<file path="src/rtl/sincos_sched.sv">
// Round-robin scheduler that shares one fixed-latency sincos core among NCH phase requesters.
// Optional build macro SINCOS_SCHED_PHASE_ACC_EN: req_phase becomes a per-channel frequency word feeding phase accumulators.
module sincos_sched #(
  parameter int NCH = 4,
  parameter int NBD = 25,
  parameter int LAT = 6,
  parameter int CHW = 4
) (
  input  logic                  c,
  input  logic                  rstn,
  input  logic [NCH-1:0]        req_valid,
  input  logic [NCH*26-1:0]     req_phase,
  output logic [NCH-1:0]        req_ready,
  output logic [25:0]           s_a,
  input  logic signed [NBD-1:0] s_cos,
  input  logic signed [NBD-1:0] s_sin,
  output logic                  o_valid,
  output logic [CHW-1:0]        o_ch,
  output logic signed [NBD-1:0] o_cos,
  output logic signed [NBD-1:0] o_sin
);

  localparam int IW = $clog2(NCH);

  logic [CHW-1:0]        ptr_q, ptr_d;
  logic [25:0]           s_a_q, s_a_d;
  logic                  tag_vld_q [LAT];
  logic [CHW-1:0]        tag_ch_q  [LAT];
  logic                  o_valid_q;
  logic [CHW-1:0]        o_ch_q;
  logic signed [NBD-1:0] o_cos_q, o_sin_q;

  logic [25:0]           phase_arr_s [NCH];
  logic                  gnt_any_s;
  logic [IW-1:0]         gnt_idx_s;
  logic [CHW-1:0]        gnt_ch_s;
  logic [NCH-1:0]        gnt_oh_s;
  logic [25:0]           gnt_word_s;

  // Unpack the flat per-channel phase/frequency bus
  always_comb begin
    for (int i = 0; i < NCH; i++) begin
      phase_arr_s[i] = req_phase[i*26 +: 26];
    end
  end

  // Round-robin search starting at ptr_q: the first requesting channel wins
  always_comb begin
    int          sum;
    logic [IW-1:0] idx;
    logic        take;
    sum       = 0;
    idx       = '0;
    take      = 1'b0;
    gnt_any_s = 1'b0;
    gnt_idx_s = '0;
    gnt_oh_s  = '0;
    for (int off = 0; off < NCH; off++) begin
      sum  = int'(ptr_q) + off;
      idx  = (sum >= NCH) ? IW'(sum - NCH) : IW'(sum);
      take = !gnt_any_s && req_valid[idx];
      gnt_idx_s     = take ? idx : gnt_idx_s;
      gnt_oh_s[idx] = take;
      gnt_any_s     = gnt_any_s | take;
    end
    gnt_ch_s   = CHW'(gnt_idx_s);
    gnt_word_s = phase_arr_s[gnt_idx_s];
  end

`ifdef SINCOS_SCHED_PHASE_ACC_EN
  logic [25:0] acc_q [NCH];

  // Per-channel phase accumulators; only the granted channel advances
  always_ff @(posedge c or negedge rstn) begin
    if (!rstn) begin
      for (int i = 0; i < NCH; i++) begin
        acc_q[i] <= 26'd0;
      end
    end else if (gnt_any_s) begin
      acc_q[gnt_idx_s] <= acc_q[gnt_idx_s] + gnt_word_s;
    end
  end
`endif

  // Next pointer and next core phase; both hold when nothing is granted
  always_comb begin
    ptr_d = ptr_q;
    s_a_d = s_a_q;
    if (gnt_any_s) begin
      ptr_d = (gnt_ch_s == CHW'(NCH - 1)) ? CHW'(0) : gnt_ch_s + CHW'(1);
`ifdef SINCOS_SCHED_PHASE_ACC_EN
      s_a_d = acc_q[gnt_idx_s];
`else
      s_a_d = gnt_word_s;
`endif
    end else begin
      ptr_d = ptr_q;
      s_a_d = s_a_q;
    end
  end

  // Pointer, core phase, tag delay line and registered result
  always_ff @(posedge c or negedge rstn) begin
    if (!rstn) begin
      ptr_q     <= '0;
      s_a_q     <= 26'd0;
      for (int i = 0; i < LAT; i++) begin
        tag_vld_q[i] <= 1'b0;
        tag_ch_q[i]  <= '0;
      end
      o_valid_q <= 1'b0;
      o_ch_q    <= '0;
      o_cos_q   <= '0;
      o_sin_q   <= '0;
    end else begin
      ptr_q        <= ptr_d;
      s_a_q        <= s_a_d;
      tag_vld_q[0] <= gnt_any_s;
      tag_ch_q[0]  <= gnt_ch_s;
      for (int i = 1; i < LAT; i++) begin
        tag_vld_q[i] <= tag_vld_q[i-1];
        tag_ch_q[i]  <= tag_ch_q[i-1];
      end
      o_valid_q <= tag_vld_q[LAT-1];
      // Channel ID is sticky between results
      if (tag_vld_q[LAT-1]) begin
        o_ch_q <= tag_ch_q[LAT-1];
      end
      o_cos_q <= s_cos;
      o_sin_q <= s_sin;
    end
  end

  assign req_ready = gnt_oh_s;
  assign s_a       = s_a_q;
  assign o_valid   = o_valid_q;
  assign o_ch      = o_ch_q;
  assign o_cos     = o_cos_q;
  assign o_sin     = o_sin_q;

endmodule
</file>
<file path="config.mk">
export PLATFORM = sky130hd
export DESIGN_NAME = sincos_sched
export DESIGN_NICKNAME = d
export VERILOG_FILES = /design/src/rtl/sincos_sched.sv
export SDC_FILE = /design/constraint.sdc
export NUM_CORES = 1
export LEC_CHECK = 0
export ABC_CLOCK_PERIOD_IN_PS = 2980
export BUFFER_PORTS_ARGS = -buffer_cell sky130_fd_sc_hd__buf_2
export CORE_ASPECT_RATIO = 1.5
export CORE_UTILIZATION = 41
export CTS_CLUSTER_DIAMETER = 60
export CTS_CLUSTER_SIZE = 16
export DETAILED_ROUTE_END_ITERATION = 12
export PLACE_DENSITY = 0.77
export SLEW_MARGIN = 20
export SYNTH_ARGS = -nofsm -noshare
export SYNTH_HDL_FRONTEND = slang
export SYNTH_SLANG_ARGS = --single-unit
</file>
<file path="constraint.sdc">
create_clock -name c -period 2.98 [get_ports c]
set_clock_uncertainty 0.2 [all_clocks]
set_input_delay 0.596 -clock c [delete_from_list [all_inputs] [get_ports c]]
set_output_delay 0.596 -clock c [all_outputs]
set_load 0.02 [all_outputs]
</file>
Yosys cells after proc, flatten, opt, wreduce, memory -nomap -nowiden

Cells that the tools add are included.

Bitwise operators: 5
Multiplexer cells: 31
Add/sub/neg operators: 8
Reduce and logical (&&, ||, !) cells: 10
Equality and inequality tests: 1
Magnitude comparators: 13

Operator list:

| operator                                                              | number |
|---|---|
| 26-bit binary-select mux with 2-bit select                            | 1 |
| 26-bit two-way mux                                                    | 2 |
| 2-bit two-way mux                                                     | 8 |
| 4-bit bitwise mux                                                     | 3 |
| 4-bit by 3-bit >= comparator with 1-bit output, second input constant | 3 |
| 2-bit by 3-bit < comparator with 1-bit output, second input constant  | 4 |
| 3-bit by 2-bit adder with 4-bit output, second input constant         | 2 |
| 1-bit binary-select mux with 2-bit select                             | 4 |
| 1-bit demux with 2-bit select                                         | 4 |
| 2-bit by 1-bit >= comparator with 1-bit output, second input constant | 4 |
| 1-bit two-way mux                                                     | 8 |
| 2-bit by 1-bit subtractor with 2-bit output, second input constant    | 4 |
| 1-bit logical AND                                                     | 7 |
| 3-bit >= comparator, second input constant                            | 2 |
| 3-bit by 1-bit adder with 4-bit output, second input constant         | 1 |
| 4-bit bitwise AND                                                     | 1 |
| 2-bit by 1-bit adder with 3-bit output, second input constant         | 1 |
| 1-bit logical NOT                                                     | 3 |
| 3-bit two-way mux                                                     | 1 |
| 2-bit inverter with 3-bit output                                      | 1 |
| 1-bit OR                                                              | 3 |
| 2-bit equality test, second input constant                            | 1 |

Input bits: 160
Register bits after elaboration: 100
Word-level logic and storage cells: 86
Output and inout port bits: 85

Longest topological paths before layout

Gate-level depths: netlist of run 1.

Depth in word-level cells: 17
Depth in mapped cells: 12
Gate-level depth less buffers: 8

Least setup slack after synthesis of run 1

No wires, ideal clock.

Path type: reg2out
From: reg ptr_q[0]
To: out req_ready[1]
Arrival: 2.384 ns
Path buffers: 2
Stages on the path, launching flop included: 11
Data required time: 2.184 ns
Setup slack: -0.200 ns
Cells stage by stage: dfrtp_1 > buf_6 > inv_2 > ha_1 > clkbuf_1 > mux4_2 > nor2b_4 > nand2b_1 > nand2_1 > o21ai_0 > mux2i_1

Word-level cells in the longest chain between the ends: 13
Elaborated cells between the ends (all ways): 55
Classes of those cells: add/sub: 7; order compare: 12; mux: 23; bitwise: 3; reduce/logical: 10

Ends and longest elaborated chain:

| item                                                                            | line | RTL |
|---|---|---|
| from (decl)                                                                     | 25   | `logic [CHW-1:0] ptr_q, ptr_d;` |
| from (signal assigned)                                                          | 116  | `ptr_q <= ptr_d;` |
| branches (longest 12 deep; another with 3-bit by 1-bit adder with 4-bit output) | n/a  |  |
| 4-bit bitwise mux (*)                                                           | 63   | `gnt_oh_s[idx] = take;` |
| to (decl)                                                                       | 13   | `output logic [NCH-1:0] req_ready,` |

Every way passes the cells marked *. The select of a mux whose other input is x is not followed.

Final worst setup path of run 1

Same ends and word-level chain as after synthesis.

==> results of run 1 <==
synthesized netlist by cell type (2+ instances only):
library cell | number | area [sq um]
a21oi_1 | 2 | 10.0
a221oi_1 | 28 | 245
a221oi_2 | 22 | 330
buf_12 | 2 | 40.0
buf_2 | 11 | 55.1
buf_4 | 4 | 30.0
buf_6 | 2 | 22.5
clkbuf_1 | 8 | 30.0
dfrtp_1 | 99 | 2480
ha_1 | 8 | 100
mux2_2 | 3 | 33.8
mux2i_1 | 40 | 400
mux4_2 | 2 | 45.0
nand2_1 | 86 | 323
nand2b_1 | 3 | 18.8
nand3_1 | 2 | 10.0
nor2_1 | 30 | 113
o21ai_0 | 9 | 45.0
xnor2_1 | 2 | 17.5
power groups by stage:
| stage | Combinational, mW | Clock, mW | Sequential (mW) |
|---|---|---|---|
| floorplan | 2.42 | 0 | 2.14 |
| global placement | 3.80 | 0 | 1.85 |
| detailed placement | 3.93 | 0 | 1.86 |
| CTS | 4.11 | 1.17 | 1.84 |
| global route | 4.45 | 1.23 | 1.88 |
| finish | 4.13 | 1.14 | 1.84 |
timing repair:
item | 4_1_cts | 5_1_grt
resized for setup | 20 | 6
hold buffers | 0 | 0
setup endpoints to repair | 4 | 4
pin swaps | 0 | 0
setup buffers | 3 | 0
endpoints found under the hold margin | 0 | 0
metrics by stage:
stage	cells	util, %	setup WS, ns	area, sq um
floorplan	390	-	0.00244	4590
global placement	770	56.8	0.113	6080
detailed placement	770	56.8	0.0398	6080
CTS	789	60.4	-0.0123	6470
global route	789	60.7	-0.127	6500
finish	789	60.7	-0.0241	6500
worst reg2reg max path, delay by kind of cell, from the launching register on:
kind,cells,cell delay (ns)
AO/OA/AOI/OAI,3,0.66
multiplexers,2,0.70
buffers and inverters,3,0.50
flip-flops,1,0.42
AND/OR/NAND/NOR,1,0.17
flip-flops by register name, indices dropped and copies added (netlist names):
register	flops
tag_vld_q	6
o_valid	1
tag_ch_q	12
o_cos	25
s_a	26
o_sin	25
o_ch	2
ptr_q	2
cell families (layout without fill, tap and decap cells):
family / after synthesis / count (layout) / share of synthesized area, %
compound gates: 71 / 71 / 15.6
xor+xnor: 2 / 2 / 0.384
fa+ha+maj: 8 / 8 / 2.19
buf+inv: 30 / 285 / 4.17
flops: 99 / 99 / 54.3
mux: 46 / 46 / 11.0
other cells: 1 / 2 / 0.0821
simple gates: 132 / 132 / 12.3
area by class of cell:
type	count	area (sq um)	share of cell area [%]
repair buffers	267	1510	23.2
flip-flops and latches	99	2480	38.1
well taps	144	180	2.77
clock inverters	6	60.1	0.924
clock buffers	10	239	3.68
multi-input cells	261	2020	31.1
inverters	2	10.0	0.154
final timing paths:
path,from,endpoint,slack (ns),cells after the start
worst min register to register,tag_ch_q[5],tag_ch_q[1],0.15,0
worst max register to register,ptr_q[0],s_a[15],0.23,9
max in group asynchronous,rstn,o_cos[8],1.75,2
worst min-delay path,rstn,o_cos[17],0.12,1
min in group c,tag_ch_q[5],tag_ch_q[1],0.15,0
worst max-delay path,ptr_q[0],req_ready[1],-0.02,8
routing by layer:
layer	global-route usage, %	routed length (um)
met1	26.5	4900
met2	43.3	7330
met3	5.34	1020
met4	9.68	326
met5	0	0
==> flow_summary_export.csv, run 1 <==
group,metric,value,unit
status,status,"finished with violations",
status,violations,"negative setup slack",
cts,cts_buffer_depth,2,
place,port_buffers,242,
worst_hold_path,hold_path.class,"primary input to async pin",
timing,timing.slew.headroom,49.1,%
cts,clk_pin_slew,0.07,ns
final_layout,most-common-layout-cells,"buf_2, dfrtp_1, nand2_1",
timing,fin_crit_sh,101,%
timing,tns,-0.0372,ns
global_route,antenna_found_initial,0,
timing,fmax,0.333,GHz
yosys,syn_inst,389,
power,p_comb_share,58.1,%
yosys,yosys_warnings,0,
setup_path,worstPathArrival,2.21,ns
setup_path,start_kind,"flop",
power,pwr_density_cell,1090,nW/um^2
setup_path,cpPeakStageDelay,0.58,ns
cts,cts_tree,"built",
timing,period_minus_slack,3.00,ns
drt,drt_iter0_markers,180,
timing,rsz0062_at_grt,"yes",
yosys,ys_seq_elements,99,
final_layout,fill_cells,911,
final_layout,area_growth,42.3,%
timing,worst_slack,-0.0241,ns
setup_path,critPathRequiredTime,2.18,ns
drt,drc_errors,0,
drt,vias,4212,
yosys,synth_flop_cell,"dfrtp_1",
timing,setup_violations,2,
die,die_area,11600,sq um
power,ir_drop,0.643,mV
die,core-area,10700,sq um
final_layout,layout-drive-gt1-share,52.7,%
power,power_frac_clock,16.0,%
drt,ant_nets,0,
die,initial_core_util,42.6,%
drt,routedWlPerCell,17.2,um
power,p_sw_share,42.2,%
setup_path,crit_path_end_kind,"output pin",
run,maxCapViolations,0,
power,p_seq_share,25.9,%
die,fp.dieW,88.2,um
global_route,grt_overflow,0,
yosys,syn_area_per_cell,11.7,sq um
timing,final_hold_viol_count,0,
setup_path,cp_max_fo,4,
final_layout,layout_commonest_cell,"buf_2",
setup_path,critical_path_class,"flop to output pin",
global_route,grt_usage,24.1,%
cts,cts.sinks,99,
drt,viasPerCell,5.34,
setup_path,critical-path-top-delay-family,"multiplexers",
global_route,grt_max_degree,59,
yosys,yosysSeqAreaShare,54.3,%
place,dp_hpwl,9810,um
drt,drtPass1Iterations,5,
yosys,async_reset_ff_share,100,%
yosys,synth_edf_count,0,
power,power.internal,4.11,mW
setup_path,crit_path_top_delay_cell,"mux4_2",
die,die_y,131,um
timing,hold_ws,0.118,ns
power,p_switching,3.00,mW
drt,drt-total-wl,13600,um
global_route,grt_pass1_wl,21300,um
final_layout,finalNetCount,808,
die,fp-row-count,46,
power,power.total,7.11,mW
cts,cts-buffers-inserted,9,
cts,insertion_delay,0.34,ns
setup_path,path_cells,"buf_6 > mux4_2 > nor2b_4 > nand2b_4 > nand2_2 > o21ai_2 > mux2i_2 > buf_4",
setup_path,cp_num_buf_inv,2,
yosys,synth.distinct_cells,45,
timing,tightest_slew,0.763,ns
timing,maxSlewViolCount,0,
global_route,grt_pass1_vias,4355,
power,leakage,3.11,nW
yosys,syn_area,4570,sq um
final_layout,antennaDiodeCount,0,
cts,cts.htree.levels,3,
cts,cts-root-buf,"clkbuf_16",
die,ioPinCount,245,
place,place_congestion,0.868,
Power figures use the tool's default switching activity.
==> inputs of run 2 (changes only) <==
--- a/config.mk
+++ b/config.mk
@@ -5,14 +5,15 @@
 export SDC_FILE = /design/constraint.sdc
 export NUM_CORES = 1
 export LEC_CHECK = 0
-export ABC_CLOCK_PERIOD_IN_PS = 2980
+export ABC_CLOCK_PERIOD_IN_PS = 3430
 export BUFFER_PORTS_ARGS = -buffer_cell sky130_fd_sc_hd__buf_2
 export CORE_ASPECT_RATIO = 1.5
-export CORE_UTILIZATION = 41
+export CORE_UTILIZATION = 46
+export CTS_BUF_LIST = sky130_fd_sc_hd__clkbuf_8
 export CTS_CLUSTER_DIAMETER = 60
 export CTS_CLUSTER_SIZE = 16
 export DETAILED_ROUTE_END_ITERATION = 12
-export PLACE_DENSITY = 0.77
+export PLACE_DENSITY = 0.82
 export SLEW_MARGIN = 20
 export SYNTH_ARGS = -nofsm -noshare
 export SYNTH_HDL_FRONTEND = slang
==> constraint.sdc (replaced) <==
create_clock -name c -period 3.43 [get_ports c]
set_clock_uncertainty 0.2 [all_clocks]
set_input_delay 0.686 -clock c [delete_from_list [all_inputs] [get_ports c]]
set_output_delay 0.686 -clock c [all_outputs]
set_load 0.02 [all_outputs]
==> run 2 against run 1 <==
  * The run now ends clean
  * Global-route usage is 2.3 points higher
  * Cell count is 3.9% lower
  * Combinational power is 19% lower
  * Register-to-register slack better by 0.31 ns
  * Clock power is 39% lower
  * Non-clock buffer count is 6 lower
  * Sequential share of layout area is 1.8 points higher
  * Core utilization is 3.4 points higher
  * Total power is 21% lower
  * Sequential power is 13% lower
  * Critical endpoint is now req_ready[3]
==> flow_summary_export.csv, run 2 (synthesis gave the netlist of run 1 again) <==
group,metric,value,unit
setup_path,crit_path_end_kind,"output pin",
place,dp_hpwl,9810,um
place,place_ws,0.199,ns
die,initial_core_util,47.1,%
final_layout,most-common-layout-cells,"buf_2, dfrtp_1, nand2_1",
drt,drc_errors,0,
place,place_congestion,0.924,
die,core-area,9690,sq um
final_layout,layout_commonest_cell,"buf_2",
timing,period_minus_slack,3.27,ns
cts,clk_pin_slew,0.10,ns
place,dpl_cell_area,5960,sq um
timing,tightest_slew,0.756,ns
final_layout,regArea,2480,sq um
power,ir_drop,0.797,mV
final_layout,layout-drive-gt1-share,50.5,%
global_route,antenna_found_initial,5,
final_layout,multi_input_area,1950,sq um
setup_path,crit_path_top_delay_cell,"dfrtp_2",
cts,cts.htree.levels,3,
timing,setup_violations,0,
die,die_area,10300,sq um
setup_path,start_kind,"flop",
setup_path,cp_num_buf_inv,3,
run,maxCapViolations,0,
drt,ant_nets,0,
drt,routedWlPerCell,17.6,um
final_layout,stdcell_count,758,
place,placedCellCount,734,
final_layout,final_util,64.1,%
global_route,grt_pass1_wl,21200,um
setup_path,path_cells,"inv_2 > ha_1 > mux4_2 > nor2b_4 > buf_4 > nand2b_4 > nand2_1 > o21ai_0 > mux2i_1 > buf_2",
setup_path,critical-path-top-delay-family,"multiplexers",
cts,cts_tree,"built",
timing,hold_ws,0.118,ns
cts,cts-root-buf,"clkbuf_8",
die,ioPinCount,245,
power,pwr_density_cell,908,nW/um^2
die,fp.dieW,83.3,um
global_route,grt_overflow,0,
final_layout,fill_cells,770,
global_route,grt_max_degree,47,
setup_path,reg2reg_from,"ptr_q[0]",
power,leakage,3.02,nW
timing,worst_slack,0.158,ns
power,power.total,5.64,mW
cts,cts-buffers-inserted,9,
timing,timing.slew.headroom,49.6,%
status,status,"completed",
worst_hold_path,hold_path.class,"primary input to async pin",
setup_path,worstPathArrival,2.39,ns
setup_path,cp_max_fo,6,
place,port_buffers,242,
timing,fmax,0.306,GHz
timing,final_hold_viol_count,0,
drt,viasPerCell,5.50,
setup_path,cp-startpoint,"ptr_q[0]",
drt,drt_iter0_markers,205,
setup_path,critical_path_class,"flop to output pin",
final_layout,area_growth,36.1,%
die,fp-row-count,44,
cts,insertion_delay,0.36,ns
timing,tns,0,ns
cts,cts.sinks,99,
timing,maxSlewViolCount,0,
cts,postCtsHoldBufs,0,
final_layout,largest_reg_flops,26,
setup_path,critPathRequiredTime,2.54,ns
drt,drtPass1Iterations,5,
drt,vias,4166,
cts,cts_buffer_depth,2,
final_layout,finalNetCount,802,
drt,drt-total-wl,13300,um
global_route,grt_usage,26.4,%
setup_path,cpPeakStageDelay,0.41,ns
die,die_y,124,um
global_route,grt_pass1_vias,4274,
timing,fin_crit_sh,95.4,%
final_layout,final_cell_area,6210,sq um
-- run 2: layout make-up --
| class | count | share of cell area, % |
|---|---|---|
| multi-input cells | 261 | 31.5 |
| well taps | 115 | 2.32 |
| inverters | 2 | 0.121 |
| diodes | 4 | 0.161 |
| clock buffers | 9 | 1.99 |
| clock inverters | 7 | 1.05 |
| flip-flops and latches | 99 | 39.9 |
| repair buffers | 261 | 23.0 |
-- run 2: repair_timing --
| action | 4_1_cts | 5_1_grt |
|---|---|---|
| gates resized for setup | 1 | 6 |
| setup buffers | 3 | 1 |
| endpoints found under the setup margin | 4 | 4 |
-- run 2: where the power goes --
| part | internal, mW | switching [mW] | total, mW |
|---|---|---|---|
| combinational | 1.43 | 1.91 | 3.34 |
| sequential | 1.47 | 0.138 | 1.60 |
| clock | 0.276 | 0.424 | 0.700 |
-- run 2: worst reg2reg max path: cells and delay by family, from the launching register on --
family / cells / cell delay [ns]
compound gates: 3 / 0.79
mux: 2 / 0.69
simple gates: 1 / 0.15
flops: 1 / 0.41
buf+inv: 3 / 0.54
-- run 2: per-layer routing --
metal | GRT usage, % | wire [um]
met2 | 46.4 | 6900
met3 | 7.09 | 1130
met1 | 30.1 | 4970
met4 | 11.9 | 315
met5 | 0 | 13
-- run 2: path summary, 6_finish.rpt --
check / endpoint / slack (ns) / depth (start not counted)
setup / recovery: req_ready[3] / 0.16 / 10
hold / removal: o_cos[4] / 0.12 / 1
setup reg to reg: s_a[25] / 0.54 / 9
hold reg to reg: tag_ch_q[12] / 0.16 / 0
max in group asynchronous: o_sin[0] / 2.09 / 2
min in group c: tag_ch_q[12] / 0.16 / 0
